<file path="config.mk">
export PLATFORM = sky130hd
export DESIGN_NAME = irq_sched_flat
export DESIGN_NICKNAME = d
export VERILOG_FILES = /design/src/rtl/irq_sched_if.sv /design/src/rtl/irq_sched.sv /design/src/flat_wrapper.sv
export SDC_FILE = /design/constraint.sdc
export NUM_CORES = 1
export LEC_CHECK = 0
export ABC_AREA = 1
export ABC_CLOCK_PERIOD_IN_PS = 1600
export CAP_MARGIN = 20
export CORE_ASPECT_RATIO = 1.1
export CORE_MARGIN = 4
export CORE_UTILIZATION = 25
export DETAILED_ROUTE_END_ITERATION = 10
export DONT_BUFFER_PORTS = 1
export GPL_TIMING_DRIVEN = 0
export PLACE_DENSITY = 0.48
export RECOVER_POWER = 25
export SETUP_SLACK_MARGIN = 0.1
export SYNTH_ARGS = -nofsm -noshare
export SYNTH_HDL_FRONTEND = slang
export SYNTH_SLANG_ARGS = --single-unit
</file>
<file path="constraint.sdc">
create_clock -name clk -period 1.6 [get_ports clk]
set_input_delay 0.24 -clock clk [delete_from_list [all_inputs] [get_ports clk]]
set_output_delay 0.24 -clock clk [all_outputs]
set_load 0.05 [all_outputs]
</file>
<file path="src/rtl/irq_sched_if.sv">
// ---------------------------------------------------------------------------
// irq_sched_if : signal bundle between the interrupt scheduler and its
// surroundings. The bundle carries the external interrupt lines, the config
// register bus and the request/ack/return handshake with the core sequencer.
//
// Modports
//   slave  : the scheduler side (irq_sched)
//   master : the environment side (core sequencer, config master, irq lines)
//
// Signals
//   irq_in      N_IRQ  raw interrupt lines, rising edge marks a source pending
//   cfg_we      1      config write strobe
//   cfg_addr    1      0 = mask/enable register, 1 = pending register
//   cfg_wdata   32     config write data
//   cfg_rdata   32     config read data (combinational)
//   pc_in       32     current PC from the PC unit
//   irq_ack     1      core accepts the request at an instruction boundary
//   irq_ret     1      core finished the handler
//   irq_req     1      interrupt request to the core
//   irq_vector  32     handler address of the accepted source
//   irq_id      ID_W   index of the accepted source
//   epc         32     PC captured at acceptance
//   irq_active  1      high while a handler is in service
// ---------------------------------------------------------------------------
interface irq_sched_if #(
    parameter int N_IRQ = 8,
    parameter int ID_W  = 3
);
    logic [N_IRQ-1:0] irq_in;
    logic             cfg_we;
    logic             cfg_addr;
    logic [31:0]      cfg_wdata;
    logic [31:0]      cfg_rdata;
    logic [31:0]      pc_in;
    logic             irq_ack;
    logic             irq_ret;
    logic             irq_req;
    logic [31:0]      irq_vector;
    logic [ID_W-1:0]  irq_id;
    logic [31:0]      epc;
    logic             irq_active;

    modport slave (
        input  irq_in, cfg_we, cfg_addr, cfg_wdata, pc_in, irq_ack, irq_ret,
        output cfg_rdata, irq_req, irq_vector, irq_id, epc, irq_active
    );

    modport master (
        output irq_in, cfg_we, cfg_addr, cfg_wdata, pc_in, irq_ack, irq_ret,
        input  cfg_rdata, irq_req, irq_vector, irq_id, epc, irq_active
    );
endinterface

</file>
<file path="src/rtl/irq_sched.sv">
// ---------------------------------------------------------------------------
// irq_sched : interrupt scheduler for the execution unit.
// Latches rising edges of the interrupt lines as pending bits, qualifies
// them with a mask and a global enable, and requests service for the
// lowest-index eligible source. On acceptance it captures the source id,
// the handler address and the return PC, then blocks further requests until
// the core signals return (no nesting).
//
// Ports
//   clk  in   system clock
//   rst  in   synchronous reset, active-high
//   bus  slave modport of irq_sched_if (irq lines, config bus, handshake)
// ---------------------------------------------------------------------------
module irq_sched #(
    parameter int          N_IRQ    = 8,
    parameter int          ID_W     = 3,
    parameter logic [31:0] VEC_BASE = 32'h0000_0100
) (
    input  logic        clk,
    input  logic        rst,
    irq_sched_if.slave  bus
);

    typedef enum logic [1:0] {
        S_IDLE    = 2'd0,
        S_REQ     = 2'd1,
        S_SERVICE = 2'd2
    } state_t;

    state_t           r_state;
    logic [N_IRQ-1:0] r_irq_q;
    logic [N_IRQ-1:0] r_pending;
    logic [N_IRQ-1:0] r_mask;
    logic             r_gie;
    logic [31:0]      r_irq_vector;
    logic [ID_W-1:0]  r_irq_id;
    logic [31:0]      r_epc;
    logic             r_irq_req;
    logic             r_irq_active;

    logic [N_IRQ-1:0] w_edge;
    logic [N_IRQ-1:0] w_eligible;
    logic [N_IRQ-1:0] w_w1c;
    logic [N_IRQ-1:0] w_ack_clr;
    logic [N_IRQ-1:0] w_pending_next;
    logic [ID_W-1:0]  w_sel;
    logic             w_any_eligible;
    logic             w_ack_fire;
    logic [31:0]      w_vector;
    logic [31:0]      w_cfg_rdata;
    logic             w_unused_wdata;

    // Upper config data bits are only partly decoded depending on N_IRQ.
    assign w_unused_wdata = &{1'b0, bus.cfg_wdata};

    assign w_edge         = bus.irq_in & ~r_irq_q;
    assign w_eligible     = r_gie ? (r_pending & r_mask) : '0;
    assign w_any_eligible = |w_eligible;

    // Lowest index wins: scan from the top so the last hit is the smallest.
    always_comb begin
        w_sel = '0;
        for (int i = N_IRQ - 1; i >= 0; i--) begin
            if (w_eligible[i]) begin
                w_sel = ID_W'(i);
            end
        end
    end

    // An ack is only honoured while something is still eligible; a request
    // withdrawn in the same cycle wins over a late ack.
    assign w_ack_fire = (r_state == S_REQ) && w_any_eligible && bus.irq_ack;
    assign w_ack_clr  = w_ack_fire ? (N_IRQ'(1) << w_sel) : '0;
    assign w_w1c      = (bus.cfg_we && bus.cfg_addr) ? bus.cfg_wdata[N_IRQ-1:0] : '0;
    assign w_vector   = VEC_BASE + (32'(w_sel) << 2);

    // A fresh edge on a bit beats any clear of that bit in the same cycle.
    generate
        for (genvar gi = 0; gi < N_IRQ; gi++) begin : g_pending
            assign w_pending_next[gi] = w_edge[gi] |
                                        (r_pending[gi] & ~w_w1c[gi] & ~w_ack_clr[gi]);
        end
    endgenerate

    always_comb begin
        if (bus.cfg_addr) begin
            w_cfg_rdata = 32'(r_pending);
        end else begin
            w_cfg_rdata     = 32'(r_mask);
            w_cfg_rdata[31] = r_gie;
        end
    end

    always_ff @(posedge clk) begin
        if (rst) begin
            r_state      <= S_IDLE;
            r_irq_q      <= '0;
            r_pending    <= '0;
            r_mask       <= '0;
            r_gie        <= 1'b0;
            r_irq_vector <= '0;
            r_irq_id     <= '0;
            r_epc        <= '0;
            r_irq_req    <= 1'b0;
            r_irq_active <= 1'b0;
        end else begin
            r_irq_q   <= bus.irq_in;
            r_pending <= w_pending_next;
            if (bus.cfg_we && !bus.cfg_addr) begin
                r_mask <= bus.cfg_wdata[N_IRQ-1:0];
                r_gie  <= bus.cfg_wdata[31];
            end

            case (r_state)
                S_IDLE: begin
                    if (w_any_eligible) begin
                        r_state   <= S_REQ;
                        r_irq_req <= 1'b1;
                    end
                end
                S_REQ: begin
                    if (!w_any_eligible) begin
                        r_state   <= S_IDLE;
                        r_irq_req <= 1'b0;
                    end else if (bus.irq_ack) begin
                        r_state      <= S_SERVICE;
                        r_irq_req    <= 1'b0;
                        r_irq_active <= 1'b1;
                        r_irq_id     <= w_sel;
                        r_irq_vector <= w_vector;
                        r_epc        <= bus.pc_in;
                    end
                end
                S_SERVICE: begin
                    if (bus.irq_ret) begin
                        r_state      <= S_IDLE;
                        r_irq_active <= 1'b0;
                    end
                end
                default: begin
                    r_state      <= S_IDLE;
                    r_irq_req    <= 1'b0;
                    r_irq_active <= 1'b0;
                end
            endcase
        end
    end

    assign bus.cfg_rdata  = w_cfg_rdata;
    assign bus.irq_req    = r_irq_req;
    assign bus.irq_vector = r_irq_vector;
    assign bus.irq_id     = r_irq_id;
    assign bus.epc        = r_epc;
    assign bus.irq_active = r_irq_active;

endmodule
</file>
<file path="src/flat_wrapper.sv">
// flat-port wrapper written by rule: the top's interface ports become plain ports
module irq_sched_flat 
#(
    parameter int          N_IRQ    = 8,
    parameter int          ID_W     = 3,
    parameter logic [31:0] VEC_BASE = 32'h0000_0100
)
  (clk, rst, bus_irq_in, bus_cfg_we, bus_cfg_addr, bus_cfg_wdata, bus_pc_in, bus_irq_ack, bus_irq_ret, bus_cfg_rdata, bus_irq_req, bus_irq_vector, bus_irq_id, bus_epc, bus_irq_active);
  irq_sched_if #(.N_IRQ(N_IRQ), .ID_W(ID_W)) bus_i ();
  input  logic clk;
  input  logic rst;
  input wire logic [$bits(bus_i.irq_in)-1:0] bus_irq_in;
  input wire logic [$bits(bus_i.cfg_we)-1:0] bus_cfg_we;
  input wire logic [$bits(bus_i.cfg_addr)-1:0] bus_cfg_addr;
  input wire logic [$bits(bus_i.cfg_wdata)-1:0] bus_cfg_wdata;
  input wire logic [$bits(bus_i.pc_in)-1:0] bus_pc_in;
  input wire logic [$bits(bus_i.irq_ack)-1:0] bus_irq_ack;
  input wire logic [$bits(bus_i.irq_ret)-1:0] bus_irq_ret;
  output wire logic [$bits(bus_i.cfg_rdata)-1:0] bus_cfg_rdata;
  output wire logic [$bits(bus_i.irq_req)-1:0] bus_irq_req;
  output wire logic [$bits(bus_i.irq_vector)-1:0] bus_irq_vector;
  output wire logic [$bits(bus_i.irq_id)-1:0] bus_irq_id;
  output wire logic [$bits(bus_i.epc)-1:0] bus_epc;
  output wire logic [$bits(bus_i.irq_active)-1:0] bus_irq_active;
  assign bus_i.irq_in = bus_irq_in;
  assign bus_i.cfg_we = bus_cfg_we;
  assign bus_i.cfg_addr = bus_cfg_addr;
  assign bus_i.cfg_wdata = bus_cfg_wdata;
  assign bus_i.pc_in = bus_pc_in;
  assign bus_i.irq_ack = bus_irq_ack;
  assign bus_i.irq_ret = bus_irq_ret;
  assign bus_cfg_rdata = bus_i.cfg_rdata;
  assign bus_irq_req = bus_i.irq_req;
  assign bus_irq_vector = bus_i.irq_vector;
  assign bus_irq_id = bus_i.irq_id;
  assign bus_epc = bus_i.epc;
  assign bus_irq_active = bus_i.irq_active;
  irq_sched #(.N_IRQ(N_IRQ), .ID_W(ID_W), .VEC_BASE(VEC_BASE)) u_core (.clk(clk), .rst(rst), .bus(bus_i));
endmodule
</file>
==> out/metrics.cfg, run 1 <==
[yosys]
syn_area_um2 = 3283
ys_ff_latch = 65
synth_top_cell_area_share_pct = 39.63
synth_warnings = 0
synth_cells = 433
seq_area_frac_synth_pct = 39.63
synthTopCellsByArea = dfxtp_1 (40%), buf_4 (12%), nor2_1 (7.7%)
synth_cell_type_count = 29
yosysTopAreaCell = dfxtp_1
avgSynthCellArea_um2 = 7.582

[clocking]
cts_tree = yes
clk_path_buf_depth = 2
clkSlewWorstSetupHoldPaths_ns = 0.05
clock_sinks = 65
clk_latency_ns = 0.34
cts_buffers = 9
clockRootBuffer = clkbuf_16
htree_levels = 3

[floorplanning]
pin_count = 179
core_um2 = 12750
die_w_um = 117.3
start_util_pct = 25.75
die_area_um2 = 15030
rows = 43
chipHeight_um = 128.2

[route]
dr.pass1.iters = 4
antenna_left = 0
dr_total_vias = 2704
routedWlPerCell_um = 13.29
drc = 0
via_per_inst = 4.060
drt-total-wl_um = 8848
drt_iter0_drc = 74

[critical_path]
cp_data_required_time_ns = 1.83
crit_path_frequent_cell = nand2_4
critPathSlowestCell = dfxtp_2
cp-end-kind = register
start_kind = register
crit_arrival_ns = 1.69
path_class = register to register
cp_slowest_stage_delay_ns = 0.34
crit_chain = buf_8 > nand3_4 > nand2_4 > nor2_4 > nand2_4 > nand2_8 > inv_12 > clkbuf_16 > nor2_2 > nor2_1
worst-path-max-fanout = 7

[finish]
nFillCells = 1402
fin_cells = 666
drive_gt1_share_pct = 30.84
final-seq-area_um2 = 1306
final_nets = 582
antenna_cells = 0
synthToLayoutAreaGrowth_pct = 28.70
multi_input_area_um2 = 1584

[sta]
clock_skew_ns = 0.007007
setup_viol = 0
clock.fmax_mhz = 684.2
relSlewSlack_pct = 57.49
setup_ws_ns = 0.1385
worst_slew_pin_slew_ns = 0.6367
holdWs_ns = 0.02242
rsz0062_at_grt = yes
min_period_over_period_pct = 91.34
finalMaxSlewViolations = 0
final-hold-violation-count = 0
period_needed_ns = 1.461

[pwr]
pwr-share-comb_pct = 14.9
power.internal_mw = 3.284
leakage_nw = 1.961
powerDensity_nw_per_um2 = 1083
clkPwrFrac_pct = 47.3
seq_power_share_pct = 37.9
p_switching_mw = 1.293
total_power_mw = 4.577
switching_share_pct = 28.25
irDropWorstVdd_v = 0.0003783

[placement]
hpwl_um = 6740
port_buffers = 0
dp_slack_ns = -0.07291
place_inst = 640
routabilityCongestion = 0.8578

[grt]
grt_util_all_layers_pct = 11.24
grt-ovfl-total = 0
antenna_found_initial = 0
first_global_vias = 2455
grt_pass1_wl_um = 12630
grt_max_degree = 12

[job]
max_cap_violations = 0

[min_path]
min_path_type = primary input to register

[run_status]
status = finished, final reports clean

-- what timing repair did --
item / CTS / global route
pin swaps: 0 / 11
hold buffers: 1 / 0
setup buffers: 0 / 6
gates resized for setup: 8 / 37
endpoints found under the setup margin: 35 / 37
gates cloned: 0 / 3
hold endpoints to repair: 1 / 0
-- layout make-up --
class	instances	area share (%)
multi-input combinational	309	37.49
sequential	65	30.91
buffer	69	12.91
inverter	40	3.850
clock buffer	11	5.982
clock inverter	5	1.836
timing repair buffer	9	2.162
tap	157	4.649
timing repair inverter	1	0.2073
-- flip-flops by register name, summed over array words and instances, names as in the netlist --
name,count
u_core.bus.epc,32
u_core.r_state,2
u_core.r_mask,8
u_core.bus.irq_active,1
u_core.r_pending,8
u_core.bus.irq_vector,2
u_core.bus.irq_req,1
u_core.r_gie,1
u_core.r_irq_q,8
u_core.bus.irq_id,2
-- power groups by stage --
stage               sequential (mW)  combinational [mW]  clock [mW]
floorplan                      1.75               0.597           0
global placement               1.76               0.645           0
detailed placement             1.76               0.649           0
CTS                            1.72               0.660        2.24
global route                   1.74               0.734        2.31
finish                         1.73               0.681        2.16
-- kinds of logic (layout without fill, tap and decap cells) --
| logic type | after synthesis | in the layout | synth area share [%] |
|---|---|---|---|
| compound gates | 55 | 55 | 8.841 |
| flops | 65 | 65 | 39.63 |
| buf+inv | 109 | 135 | 21.46 |
| simple gates | 203 | 203 | 29.95 |
| other cells | 1 | 51 | 0.1142 |
-- metal layers --
metal  GRT usage, %  vias up  part of all wire, %
met5              0        -                    0
met4          5.466        0                  2.2
met3          4.627       14                   12
met2          17.71      120                   47
met1          13.05     1167                   39
li1               -     1403                    -
-- cell usage after synthesis (all sizes together) --
master / n
dfxtp: 65
a21oi: 8
conb: 1
nand2: 75
inv: 40
or2: 1
o21ai: 45
nand3: 25
nor2: 98
clkbuf: 7
nand3b: 1
a211oi: 1
o2111ai: 1
buf: 62
nand4: 3
-- cell usage in the layout (no fill, tap or decap), types with 2 or more instances in the layout --
cell,n
o21ai_1,17
clkbuf_8,2
clkbuf_1,7
dfxtp_2,4
nand3_1,16
nor2_2,25
dfxtp_1,61
nand4_1,3
o21ai_0,27
bufinv_16,2
clkinv_2,2
buf_4,60
clkbuf_16,10
inv_1,31
nor2_4,9
buf_6,4
nand3_2,3
a21oi_1,7
inv_2,8
conb_1,51
nand2_4,5
nand2_1,65
nor2_1,64
nand3_4,6
buf_12,3
nand2_2,4
-- worst max-delay path, delay by kind of cell (launching register included) --
kind          cells  cell delay (ns)
simple gates      7             0.63
buf+inv           3             0.37
flops             1             0.34
-- per-stage QoR --
stage          util [%]  cell area [µm²]  setup TNS [ns]
3_5_place_dp      28.76             3667        -0.07291
4_1_cts           31.65             4035               0
5_1_grt           33.14             4225               0
3_3_place_gp      28.76             3667        -0.07504
2_1_floorplan         -             3471               0
6_report          33.14             4225               0
-- worst paths after layout --
kind,cells after the start,end,start,slack (ns)
setup / recovery,10,u_core.bus.epc[5],u_core.r_gie,0.14
hold reg to reg,3,u_core.r_pending[2],u_core.r_irq_q[2],0.45
hold / removal,2,u_core.r_irq_q[2],bus_irq_in[2],0.02
setup reg to reg,10,u_core.bus.epc[5],u_core.r_gie,0.14
Note: power is estimated with default switching activity, not from simulation.
==> run 2: changes to the inputs <==
Settings changed: CELL_PAD_IN_SITES_DETAIL_PLACEMENT set to 0, CELL_PAD_IN_SITES_GLOBAL_PLACEMENT set to 1, PLACE_DENSITY 0.48 to 0.6.
==> run 2 against run 1 <==
- combinational power barely moved
- die area unchanged
- sequential share of layout area grew 0.29 points
- routed wire length fell by 2.1%
- sequential cell count stayed put
- maximum frequency is 4.2% lower
- critical path depth down 9
- non-clock buffer count increased by 1
- clock skew barely moved
- highest routed layer unchanged
==> out/metrics.cfg, run 2 (synthesis results as in run 1) <==
[sta]
setup_viol = 0  ; unchanged
clock_skew_ns = 0.007410  ; +0.0004034 ns
min_period_over_period_pct = 95.33  ; +4.0 points
final-hold-violation-count = 0  ; unchanged
rsz0062_at_grt = yes
worst_slew_pin_slew_ns = 0.5762  ; -0.06048 ns
relSlewSlack_pct = 61.58  ; +4.1 points
period_needed_ns = 1.525  ; +0.06381 ns
clock.fmax_mhz = 655.6  ; -4.2%
finalMaxSlewViolations = 0  ; unchanged

[route]
drt-total-wl_um = 8664  ; -2.1%
antenna_left = 0  ; unchanged
drt_iter0_drc = 123  ; +66%
routedWlPerCell_um = 13.03  ; -1.9%
via_per_inst = 3.998  ; -1.5%
drc = 0  ; unchanged
dr_total_vias = 2659  ; -1.7%
dr.pass1.iters = 5  ; +1

[critical_path]
path_class = register to output port
crit_chain = buf_4
critPathSlowestCell = dfxtp_1
worst-path-max-fanout = 3  ; -4
cp-end-kind = output port
crit_arrival_ns = 1.29  ; -0.40 ns
cp_top_family = flip-flops
start_kind = register
cp_data_required_time_ns = 1.36  ; -0.47 ns
cp_slowest_stage_delay_ns = 0.66  ; +0.32 ns
crit_buf_inv = 1  ; -2

[grt]
grt-ovfl-total = 0  ; unchanged
grt_pass1_wl_um = 12740  ; +0.87%
first_global_vias = 2514  ; +2.4%
grt_util_all_layers_pct = 11.11  ; -0.12 points
grt_max_degree = 11  ; -1
antenna_found_initial = 0  ; unchanged

[pwr]
total_power_mw = 4.498  ; -1.7%
powerDensity_nw_per_um2 = 1073  ; -0.91%
irDropWorstVdd_v = 0.0004574  ; +21%
leakage_nw = 1.946  ; -0.78%

[clocking]
cts_buffers = 9  ; unchanged
cts_tree = yes
hold_buffers = 0  ; -1
clkSlewWorstSetupHoldPaths_ns = 0.05  ; about the same
clk_latency_ns = 0.33  ; about the same
clk_path_buf_depth = 2  ; unchanged
clockRootBuffer = clkbuf_16
htree_levels = 3  ; unchanged
clock_sinks = 65  ; unchanged

[finish]
final_nets = 582  ; unchanged
finish.utilization_pct = 32.86  ; -0.27 points
final_cell_mix = nand2_1 (64), nor2_1 (64), dfxtp_1 (62)
nFillCells = 1362  ; -2.9%
drive_gt1_share_pct = 29.92  ; -0.92 points
largest_reg_flops = 32  ; unchanged
synthToLayoutAreaGrowth_pct = 27.63
antenna_cells = 0  ; unchanged
design_area_um2 = 4190  ; -0.83%

[floorplanning]
rows = 43  ; unchanged
pin_count = 179  ; unchanged
die_w_um = 117.3  ; unchanged
core_um2 = 12750  ; unchanged
chipHeight_um = 128.2  ; unchanged
die_area_um2 = 15030  ; unchanged
start_util_pct = 25.75  ; unchanged

[placement]
routabilityCongestion = 0.8282  ; -3.5%
port_buffers = 0  ; unchanged
postPlaceCellArea_um2 = 3667  ; unchanged
hpwl_um = 6571  ; -2.5%

[min_path]
min_path_type = primary input to register

[run_status]
status = finished, final reports clean

[job]
max_cap_violations = 0  ; unchanged

[run 2: power by group]
| group | switching [mW] | total (mW) | internal, mW |
|---|---|---|---|
| Sequential | 0.0597 | 1.73 | 1.67 |
| Combinational | 0.512 | 0.683 | 0.171 |
| Clock | 0.689 | 2.08 | 1.40 |
| Total | 1.26 | 4.50 | 3.24 |
[run 2: cell type report]
cell class	instances	area (µm²)	area share, %
multi-input combinational	309	1549	36.97
buffer	69	545.5	13.02
timing repair buffer	10	117.6	2.807
clock inverter	3	65.06	1.553
inverter	40	162.7	3.882
clock buffer	12	246.5	5.882
sequential	65	1308	31.20
tap	157	196.4	4.688
[run 2: final timing paths]
| check | startpoint | endpoint | slack (ns) | depth (start not counted) |
|---|---|---|---|---|
| worst max-delay path | u_core.bus.irq_vector[4] | bus_irq_vector[4] | 0.07 | 1 |
| worst min-delay path | bus_irq_in[7] | u_core.r_irq_q[7] | 0.03 | 2 |
| worst max register to register | u_core.r_gie | u_core.bus.epc[30] | 0.14 | 10 |
| worst min register to register | u_core.r_irq_q[0] | u_core.r_pending[0] | 0.45 | 3 |
[run 2: per-stage QoR]
step | std cells | setup WS [ns] | hold WS [ns] | TNS (ns)
final | 665 | 0.07471 | 0.03011 | 0
after global routing | 665 | 0.02671 | 0.02453 | 0
after CTS | 658 | 0.04534 | 0.01544 | 0
after detailed placement | 640 | -0.1318 | 0.3665 | -0.1318
after global placement | 640 | -0.1326 | 0.3713 | -0.1326
after floorplan | 483 | 0.1462 | 0.3585 | 0
[run 2: timing repair]
action                                  4_1_cts  5_1_grt
gates cloned                                  0        3
endpoints found under the setup margin       27       43
gates resized for setup                       7       28
pin swaps                                     3        8
buffers inserted                              3        4
[run 2: per-layer routing]
layer | GRT usage (%) | vias to the layer above | part of all wire [%]
met1 | 12.94 | 1140 | 40
met2 | 17.94 | 112 | 48
met4 | 4.251 | 0 | 1.7
li1 | - | 1394 | -
met5 | 0 | - | 0
met3 | 4.721 | 13 | 11
==> run 3: changes to the inputs <==
Settings changed: ABC_CLOCK_PERIOD_IN_PS 1600 to 1800, CORE_UTILIZATION 25 to 45, PLACE_DENSITY 0.6 to 0.91.
Clock period 1.6 ns to 1.8 ns, I/O delays scaled along.
==> run 3 against run 2 <==
- core utilization grew 21 points
- combinational power shrank 15%
- sequential cell count is the same
- critical endpoint is now bus_cfg_rdata[31]
- largest power group is now registers
- highest routed layer unchanged
==> out/metrics.cfg, run 3 (synthesis results as in run 1) <==
[run_status]
status = finished, final reports clean

[route]
wl_met3_um = 798  ; -15%
dr_wl_met2_um = 3516  ; -15%
top_layer_used = met4
drt_iter0_drc = 64  ; -48%
via_per_inst = 4.380  ; +9.5%
dr_total_vias = 2558  ; -3.8%
dr.pass1.iters = 4  ; -1
wl_met1_um = 2799  ; -18%
antenna_left = 0  ; unchanged
routedWlPerCell_um = 12.50  ; -4.0%
drc = 0  ; unchanged
drt-total-wl_um = 7302  ; -16%

[clocking]
postCtsSetupRepairBufs = 0  ; -3
clk_path_buf_depth = 2  ; unchanged
clock_sinks = 65  ; unchanged
clkSlewWorstSetupHoldPaths_ns = 0.07  ; +0.02 ns
cts_buffers = 9  ; unchanged
clockRootBuffer = clkbuf_8
htree_levels = 3  ; unchanged
clk_latency_ns = 0.34  ; about the same
cts_tree = yes

[floorplanning]
start_util_pct = 46.59  ; +21 points
rows = 32  ; -26%
pin_count = 179  ; unchanged
die_area_um2 = 8728  ; -42%
die_w_um = 89.44  ; -24%
chipHeight_um = 97.59  ; -24%
core_um2 = 7047  ; -45%

[pwr]
irDropWorstVdd_v = 0.0005698  ; +25%
total_power_mw = 3.588  ; -20%
powerDensity_nw_per_um2 = 939.5  ; -12%
leakage_nw = 1.845  ; -5.2%

[critical_path]
crit_chain = buf_6 > inv_1 > nor2_2
crit_arrival_ns = 1.34  ; +0.05 ns
cp_slowest_stage_delay_ns = 0.43  ; -0.23 ns
start_kind = register
r2r_cells = 10  ; unchanged
critPathSlowestCell = nor2_2
worst-path-max-fanout = 10  ; +7
path_class = register to output port
cp_data_required_time_ns = 1.53  ; +0.17 ns
cp-end-kind = output port

[grt]
antenna_found_initial = 0  ; unchanged
grt-ovfl-total = 0  ; unchanged
grt_pass1_wl_um = 11340  ; -11%
grt_util_all_layers_pct = 16.82  ; +5.7 points
grt_max_degree = 12  ; +1
first_global_vias = 2445  ; -2.7%

[sta]
worst_slew_pin_slew_ns = 0.6057  ; +0.02951 ns
final-hold-violation-count = 0  ; unchanged
clock_skew_ns = 0.009634  ; +0.002224 ns
setup_ws_ns = 0.1936  ; +0.1189 ns
clock.fmax_mhz = 622.5
setup_tns_ns = 0  ; unchanged
rsz0062_at_grt = no
relSlewSlack_pct = 59.61  ; -2.0 points
min_period_over_period_pct = 89.24
setup_viol = 0  ; unchanged
period_needed_ns = 1.606
finalMaxSlewViolations = 0  ; unchanged

[finish]
final_nets = 572  ; -1.7%
largest_reg_flops = 32  ; unchanged
synthToLayoutAreaGrowth_pct = 16.31
drive_gt1_share_pct = 26.25  ; -3.7 points
finish.utilization_pct = 54.19  ; +21 points
final_cell_mix = nand2_1 (66), nor2_1 (66), dfxtp_1 (65)
antenna_cells = 0  ; unchanged
design_area_um2 = 3819  ; -8.9%

[placement]
port_buffers = 0  ; unchanged
postPlaceCellArea_um2 = 3577  ; -2.5%
hpwl_um = 5650  ; -14%
dp_slack_ns = 0.09416  ; +0.2260 ns
routabilityCongestion = 0.8367  ; +1.0%

[min_path]
min_path_type = primary input to register
hold-path-cell-count = 2  ; unchanged

[job]
max_cap_violations = 0  ; unchanged

[run 3: per-layer routing]
| layer | global-route usage (%) | vias to the layer above |
|---|---|---|
| met5 | 0 | - |
| met1 | 18.40 | 1076 |
| met2 | 28.13 | 106 |
| met4 | 8.133 | 0 |
| met3 | 5.937 | 16 |
| li1 | - | 1360 |
[run 3: path summary, 6_finish.rpt]
kind | from | end | slack [ns]
worst max register to register | u_core.r_gie | u_core.bus.irq_vector[8] | 0.33
worst min register to register | u_core.r_irq_q[5] | u_core.r_pending[5] | 0.45
worst min-delay path | bus_irq_in[0] | u_core.r_irq_q[0] | 0.04
worst max-delay path | u_core.r_gie | bus_cfg_rdata[31] | 0.19
[run 3: cell type report]
class / instances / area (µm²)
Fill cell: 703 / 3228
Clock inverter: 5 / 103.9
Sequential cell: 65 / 1301
Clock buffer: 11 / 131.4
Buffer: 69 / 541.8
Tap cell: 85 / 106.4
Multi-Input combinational cell: 309 / 1471
Inverter: 40 / 162.7
[run 3: metrics by stage]
step           instances  hold WS (ns)
2_1_floorplan        483        0.3885
3_3_place_gp         568        0.3939
3_5_place_dp         568        0.3942
4_1_cts              584       0.01871
5_1_grt              584       0.03085
6_report             584       0.03662
[run 3: repair_timing]
action	CTS	global route
setup endpoints to repair	2	0
gates resized for setup	2	0
hold buffers	0	0
[run 3: critical path, delay by kind of cell (launching register included)]
kind / cells / cell delay, ns
buffers and inverters: 2 / 0.24
DFF: 1 / 0.32
and+or+nand+nor: 1 / 0.43
[run 3: power breakdown]
part	internal [mW]	switching (mW)
clock network	0.921	0.561
logic	0.140	0.438
registers	1.48	0.0456
total	2.54	1.04
